===== config.mk =====
export PLATFORM = sky130hd
export DESIGN_NAME = ccx_ic_arb2_flat
export DESIGN_NICKNAME = d
export VERILOG_FILES = /design/src/rtl/ccx_ic_arb2_if.sv /design/src/rtl/ccx_ic_arb2.sv /design/src/flat_wrapper.sv
export SDC_FILE = /design/constraint.sdc
export NUM_CORES = 1
export LEC_CHECK = 0
export ABC_AREA = 1
export CORE_AREA = 2 2 212 214
export CTS_CLUSTER_SIZE = 40
export DETAILED_ROUTE_END_ITERATION = 8
export DIE_AREA = 0 0 214 216
export GPL_TIMING_DRIVEN = 0
export SYNTH_ARGS = -nofsm -noshare
export SYNTH_HDL_FRONTEND = slang
export SYNTH_SLANG_ARGS = --single-unit
export TNS_END_PERCENT = 5

===== constraint.sdc =====
create_clock -name g_clk -period 1.72 [get_ports g_clk]
set_input_delay 0.258 -clock g_clk [delete_from_list [all_inputs] [get_ports g_clk]]
set_output_delay 0.258 -clock g_clk [all_outputs]
set_load 0.03 [all_outputs]

===== src/rtl/ccx_ic_arb2_if.sv =====
// Request/response bus shared by both requesters and the shared memory target.
interface ccx_ic_arb2_if #(
  parameter int unsigned AW = 39,
  parameter int unsigned DW = 64
);
  localparam int unsigned SW = DW / 8;

  logic          req;
  logic [AW-1:0] addr;
  logic          wen;
  logic [SW-1:0] strb;
  logic [DW-1:0] wdata;
  logic          gnt;
  logic          err;
  logic [DW-1:0] rdata;

  // Requester side: drives the request payload, receives grant and response.
  modport master (
    output req, addr, wen, strb, wdata,
    input  gnt, err, rdata
  );

  // Target side: receives the request payload, drives grant and response.
  modport slave (
    input  req, addr, wen, strb, wdata,
    output gnt, err, rdata
  );
endinterface


===== src/rtl/ccx_ic_arb2.sv =====
// Two-requester arbiter in front of one shared memory target.
// m0 (data port) has fixed priority; m1 (instruction port) is promoted after
// STARVE_LIMIT lost cycles. A stalled request keeps ownership until accepted,
// and each one-cycle-delayed response is routed back to its issuer.
module ccx_ic_arb2 #(
  parameter int unsigned AW           = 39,
  parameter int unsigned DW           = 64,
  parameter int unsigned STARVE_LIMIT = 4
) (
  input  logic          g_clk,
  input  logic          g_resetn,
  ccx_ic_arb2_if.slave  m0,
  ccx_ic_arb2_if.slave  m1,
  ccx_ic_arb2_if.master s
);

  localparam int unsigned SW = DW / 8;
  localparam int unsigned CW = $clog2(STARVE_LIMIT + 1);
  localparam logic [CW-1:0] CNT_MAX = CW'(STARVE_LIMIT);

  logic          lock_vld_q, lock_vld_d;
  logic          lock_id_q,  lock_id_d;
  logic          rsp_vld_q,  rsp_vld_d;
  logic          rsp_id_q,   rsp_id_d;
  logic [CW-1:0] starve_cnt_q, starve_cnt_d;

  logic          sel_c;
  logic          s_req_c;
  logic          m0_gnt_c;
  logic          m1_gnt_c;
  logic          rsp0_c;
  logic          rsp1_c;
  logic [AW-1:0] s_addr_c;
  logic          s_wen_c;
  logic [SW-1:0] s_strb_c;
  logic [DW-1:0] s_wdata_c;

  // Owner selection: live lock first, then sole requester, then priority/starvation.
  always_comb begin
    sel_c = 1'b0;
    if (lock_vld_q && (lock_id_q ? m1.req : m0.req)) begin
      sel_c = lock_id_q;
    end else if (m0.req && m1.req) begin
      sel_c = (starve_cnt_q == CNT_MAX);
    end else if (m1.req) begin
      sel_c = 1'b1;
    end
  end

  // Forward the selected request; grant goes only to the owner, nothing during reset.
  always_comb begin
    s_req_c   = g_resetn && (sel_c ? m1.req : m0.req);
    s_addr_c  = sel_c ? m1.addr  : m0.addr;
    s_wen_c   = sel_c ? m1.wen   : m0.wen;
    s_strb_c  = sel_c ? m1.strb  : m0.strb;
    s_wdata_c = sel_c ? m1.wdata : m0.wdata;
    m0_gnt_c  = s_req_c && s.gnt && !sel_c;
    m1_gnt_c  = s_req_c && s.gnt &&  sel_c;
    rsp0_c    = g_resetn && rsp_vld_q && !rsp_id_q;
    rsp1_c    = g_resetn && rsp_vld_q &&  rsp_id_q;
  end

  assign s.req    = s_req_c;
  assign s.addr   = s_addr_c;
  assign s.wen    = s_wen_c;
  assign s.strb   = s_strb_c;
  assign s.wdata  = s_wdata_c;
  assign m0.gnt   = m0_gnt_c;
  assign m1.gnt   = m1_gnt_c;
  assign m0.err   = rsp0_c && s.err;
  assign m1.err   = rsp1_c && s.err;
  assign m0.rdata = rsp0_c ? s.rdata : '0;
  assign m1.rdata = rsp1_c ? s.rdata : '0;

  // Next state for lock, response owner and m1 starvation counter.
  always_comb begin
    lock_vld_d   = s_req_c && !s.gnt;
    lock_id_d    = sel_c;
    rsp_vld_d    = s_req_c && s.gnt;
    rsp_id_d     = sel_c;
    starve_cnt_d = starve_cnt_q;
    if (!m1.req || m1_gnt_c) begin
      starve_cnt_d = '0;
    end else if (starve_cnt_q != CNT_MAX) begin
      starve_cnt_d = starve_cnt_q + CW'(1);
    end
  end

  // State registers with synchronous active-low reset.
  always_ff @(posedge g_clk) begin
    if (!g_resetn) begin
      lock_vld_q   <= 1'b0;
      lock_id_q    <= 1'b0;
      rsp_vld_q    <= 1'b0;
      rsp_id_q     <= 1'b0;
      starve_cnt_q <= '0;
    end else begin
      lock_vld_q   <= lock_vld_d;
      lock_id_q    <= lock_id_d;
      rsp_vld_q    <= rsp_vld_d;
      rsp_id_q     <= rsp_id_d;
      starve_cnt_q <= starve_cnt_d;
    end
  end

endmodule


===== src/flat_wrapper.sv =====
// flat-port wrapper written by rule: the top's interface ports become plain ports
module ccx_ic_arb2_flat 
#(
  parameter int unsigned AW           = 39,
  parameter int unsigned DW           = 64,
  parameter int unsigned STARVE_LIMIT = 4
)
  (g_clk, g_resetn, m0_req, m0_addr, m0_wen, m0_strb, m0_wdata, m0_gnt, m0_err, m0_rdata, m1_req, m1_addr, m1_wen, m1_strb, m1_wdata, m1_gnt, m1_err, m1_rdata, s_req, s_addr, s_wen, s_strb, s_wdata, s_gnt, s_err, s_rdata);
  ccx_ic_arb2_if #(.AW(AW), .DW(DW)) m0_i ();
  ccx_ic_arb2_if #(.AW(AW), .DW(DW)) m1_i ();
  ccx_ic_arb2_if #(.AW(AW), .DW(DW)) s_i ();
  input  logic g_clk;
  input  logic g_resetn;
  input wire logic [$bits(m0_i.req)-1:0] m0_req;
  input wire logic [$bits(m0_i.addr)-1:0] m0_addr;
  input wire logic [$bits(m0_i.wen)-1:0] m0_wen;
  input wire logic [$bits(m0_i.strb)-1:0] m0_strb;
  input wire logic [$bits(m0_i.wdata)-1:0] m0_wdata;
  output wire logic [$bits(m0_i.gnt)-1:0] m0_gnt;
  output wire logic [$bits(m0_i.err)-1:0] m0_err;
  output wire logic [$bits(m0_i.rdata)-1:0] m0_rdata;
  input wire logic [$bits(m1_i.req)-1:0] m1_req;
  input wire logic [$bits(m1_i.addr)-1:0] m1_addr;
  input wire logic [$bits(m1_i.wen)-1:0] m1_wen;
  input wire logic [$bits(m1_i.strb)-1:0] m1_strb;
  input wire logic [$bits(m1_i.wdata)-1:0] m1_wdata;
  output wire logic [$bits(m1_i.gnt)-1:0] m1_gnt;
  output wire logic [$bits(m1_i.err)-1:0] m1_err;
  output wire logic [$bits(m1_i.rdata)-1:0] m1_rdata;
  output wire logic [$bits(s_i.req)-1:0] s_req;
  output wire logic [$bits(s_i.addr)-1:0] s_addr;
  output wire logic [$bits(s_i.wen)-1:0] s_wen;
  output wire logic [$bits(s_i.strb)-1:0] s_strb;
  output wire logic [$bits(s_i.wdata)-1:0] s_wdata;
  input wire logic [$bits(s_i.gnt)-1:0] s_gnt;
  input wire logic [$bits(s_i.err)-1:0] s_err;
  input wire logic [$bits(s_i.rdata)-1:0] s_rdata;
  assign m0_i.req = m0_req;
  assign m0_i.addr = m0_addr;
  assign m0_i.wen = m0_wen;
  assign m0_i.strb = m0_strb;
  assign m0_i.wdata = m0_wdata;
  assign m0_gnt = m0_i.gnt;
  assign m0_err = m0_i.err;
  assign m0_rdata = m0_i.rdata;
  assign m1_i.req = m1_req;
  assign m1_i.addr = m1_addr;
  assign m1_i.wen = m1_wen;
  assign m1_i.strb = m1_strb;
  assign m1_i.wdata = m1_wdata;
  assign m1_gnt = m1_i.gnt;
  assign m1_err = m1_i.err;
  assign m1_rdata = m1_i.rdata;
  assign s_req = s_i.req;
  assign s_addr = s_i.addr;
  assign s_wen = s_i.wen;
  assign s_strb = s_i.strb;
  assign s_wdata = s_i.wdata;
  assign s_i.gnt = s_gnt;
  assign s_i.err = s_err;
  assign s_i.rdata = s_rdata;
  ccx_ic_arb2 #(.AW(AW), .DW(DW), .STARVE_LIMIT(STARVE_LIMIT)) u_core (.g_clk(g_clk), .g_resetn(g_resetn), .m0(m0_i), .m1(m1_i), .s(s_i));
endmodule

==> results list <==
* Clock tree from TritonCTS: done
- Final Max Tran Viols: 0
* Full die area: 46200 µm²
- From bottom edge to top edge, the die measures 216 µm.
* Top cell types by occurrence after synthesis: sky130_fd_sc_hd__nand2_1, sky130_fd_sc_hd__nor2_1, sky130_fd_sc_hd__inv_1
- Clk sink count: 6
* Final Power: 0.00322 W
- Detailed placement ended at an HPWL of 22300 µm.
- The final layout contains routed wiring with a total length of 26200 µm.
- Achievable frequency: 493 MHz
- For the final database, setup skew stands at 0.000686 ns.
- Num CTS Buffers: 3
* Share of layout cells above drive strength 1: 0.343
- Antenna diode instance count: 0
* # DRC: 0
* Synthesized instance count: 611
- Iter 0 DRT Violations: 130
- The number of nets handed over by synthesis was 907.
- Routed wire length per instance: 14.9 µm
- DIE WIDTH: 214 µm
* Max IR drop VDD: 0.202 mV
- After detailed routing, the number of vias per cell comes to 3.31.
- Power density over the cells: 347 nW/µm²
- Pin placement for this block handled 539 I/O pins.
- During placement, the flow inserted port buffers numbering 538.
- After floorplanning, the core was divided into 77 placement rows.
* Final core area utilization: 0.211
- The detail route stage leaves a number of antenna-violating nets equal to 0.
* Min-delay worst type: input port to flop
- In this run the tightest slew margin relative to its limit is 0.812.
* Clock transition at path regs: 0.03 ns
* Post-placement setup slack: -1.23 ns
- Area share of the largest cell type after synthesis: 0.507
* Routed via count: 5802
* Htree depth: 1
- CP arrival: 1.77 ns
- Initial DRT Pass Iterations: 5
- The critical path is of the flop to output pin type.
- Hold Violations, Final: 0
* #FFs+latches synth: 6
- By area the synthesized netlist is led by sky130_fd_sc_hd__nand2_1, sky130_fd_sc_hd__nor2_1, sky130_fd_sc_hd__inv_1.
- For the worst-skew pair, the clock arrives at the later sink with an insertion delay of 0.23 ns.
* Worst EP required: 1.46 ns
- Along the worst path, the maximum fanout reaches 10.
* Main flop type after synthesis: sky130_fd_sc_hd__dfxtp_1
- Starting Density: 0.0579
- Smallest setup slack after layout: -0.310 ns
- sky130_fd_sc_hd__nand2_1 is the most common cell in the netlist.
- Root cell of the clock tree: sky130_fd_sc_hd__clkbuf_16
- Of the synthesized area, sequential elements account for 0.0473.
- Pin slew with the least headroom to its limit: 0.282 ns
- Net count reported at finish: 1461
- Area added between synthesis and finish: 265%
- STA classifies the critical path startpoint as a flop.
- Synth Area per Inst: 4.15 µm²
- Crit path capture type: output pin
- Global routing finished with a remaining overflow of 0.
* Deepest clock path buffer count: 2
- In the global route stage, overall resource usage came out at 0.103.
- Result of the run: complete, but fails checks
* Leak: 4.62 nW
* Synth Warn #: 0
- Max-capacitance violation count: 0
- Routability-driven placement finished with a final weighted congestion of 0.968.
- Setup violations remaining at the end of the flow were counted as 155.
* Number of synthesized flops with an enable pin: 0
- After synthesis the cells add up to 2540 µm².
- First-pass GRT wire length: 36300 µm
- The initial antenna violation count is 2.
- Core box area: 43800 µm²
- The checks that failed: setup timing.
- Pin count of the biggest net entering global routing: 11
- Proportion of synthesized flip-flops having asynchronous set or reset: 0
* Biggest area consumer among synthesized cells: sky130_fd_sc_hd__nand2_1
- The number of global-route vias before repair was 6069.
* Final worst path period need: 2.03 ns
- Counting distinct cell types in the post-synthesis netlist gives 19.
- Unrepaired setup endpoints after global routing: yes
- Of the available clock period, the critical path in the final layout requires 1.18.
-- area by class of cell --
cell class	instances	area, µm²
multi-input cells	492	2250
inverters	75	294
repair buffers	550	5360
fillers	4986	34600
well taps	592	741
flip-flops and latches	6	123
plain buffers	37	420
clock buffers	3	75.1
-- routing by layer --
layer,vias to the layer above,GRT usage,routed length (µm)
met5,-,0,0
met4,0,0.0359,885
met3,48,0.0179,2090
met2,389,0.208,13900
met1,2520,0.106,9350
li1,2845,-,-
-- path summary, 6_finish.rpt --
check / start / endpoint / slack, ns / cells after the start
max: u_core.starve_cnt_q[0] / s_wdata[30] / -0.31 / 11
min reg2reg: u_core.starve_cnt_q[2] / u_core.lock_id_q / 0.55 / 2
max reg2reg: u_core.starve_cnt_q[0] / u_core.starve_cnt_q[2] / 0.60 / 6
min: m0_req / u_core.lock_vld_q / 0.52 / 3
-- cell families after synthesis --
kind of cell	count (synthesis)	share of synthesized area
simple gates	482	0.717
buf+inv	113	0.207
compound gates	7	0.0163
flops	6	0.0473
fa+ha+maj	2	0.00986
xor+xnor	1	0.00345
-- cell usage in the layout (no fill, tap or decap), drive strengths merged --
| cell type | Yosys | layout |
|---|---|---|
| clkdlybuf4s15 | 0 | 23 |
| clkbuf | 2 | 43 |
| buf | 36 | 223 |
| nor2 | 134 | 134 |
| nand2 | 344 | 344 |
| a21oi | 4 | 4 |
| clkdlybuf4s50 | 0 | 291 |
| inv | 75 | 74 |
| nand3b | 1 | 1 |
| xor2 | 1 | 1 |
| dlygate4sd2 | 0 | 2 |
| ha | 2 | 2 |
| clkdlybuf4s18 | 0 | 8 |
| a21boi | 1 | 1 |
| clkinv | 0 | 1 |
| nand3 | 3 | 3 |
| dfxtp | 6 | 6 |
| o21ai | 2 | 2 |
-- timing repair --
item / 4_1_cts / 5_1_grt
gates cloned: 3 / 2
pin swaps: 13 / 8
hold buffers: 0 / 0
buffers inserted: 6 / 2
endpoints found under the setup margin: 245 / 245
gates resized for setup: 1164 / 488
-- flip-flops by register name, indices dropped and copies added, names as in the netlist --
| register | count |
|---|---|
| u_core.rsp_vld_q | 1 |
| u_core.lock_vld_q | 1 |
| u_core.starve_cnt_q | 3 |
| u_core.lock_id_q | 1 |
-- through the flow --
| stage | cells | hold slack (ns) | setup TNS [ns] | cell area, µm² |
|---|---|---|---|---|
| after CTS | 1753 | 0.490 | -45.86 | 8810 |
| final | 1755 | 0.519 | -30.73 | 9270 |
| after global placement | 1741 | 0.523 | -219.76 | 8660 |
| after global routing | 1755 | 0.543 | -46.84 | 9270 |
| after floorplan | 611 | 0.327 | 0 | 2540 |
| after detailed placement | 1741 | 0.534 | -220.88 | 8660 |
-- worst max-delay path, stage by stage, from the launching register on --
cell	delay [ns]
sky130_fd_sc_hd__dfxtp_2	0.32
sky130_fd_sc_hd__inv_2	0.05
sky130_fd_sc_hd__ha_4	0.17
sky130_fd_sc_hd__nand3_4	0.07
sky130_fd_sc_hd__nand2_4	0.07
sky130_fd_sc_hd__nand2_8	0.14
sky130_fd_sc_hd__clkinv_8	0.10
sky130_fd_sc_hd__clkbuf_16	0.18
sky130_fd_sc_hd__buf_8	0.14
sky130_fd_sc_hd__nand2_1	0.08
sky130_fd_sc_hd__nand2_2	0.07
sky130_fd_sc_hd__buf_6	0.14
-- report_power, final --
part	switching, W	internal, W
clock	0.0000787	0.000298
combinational	0.00136	0.00133
sequential	0.00000419	0.000147
total	0.00144	0.00178
Note: power is estimated with default switching activity, not from simulation.
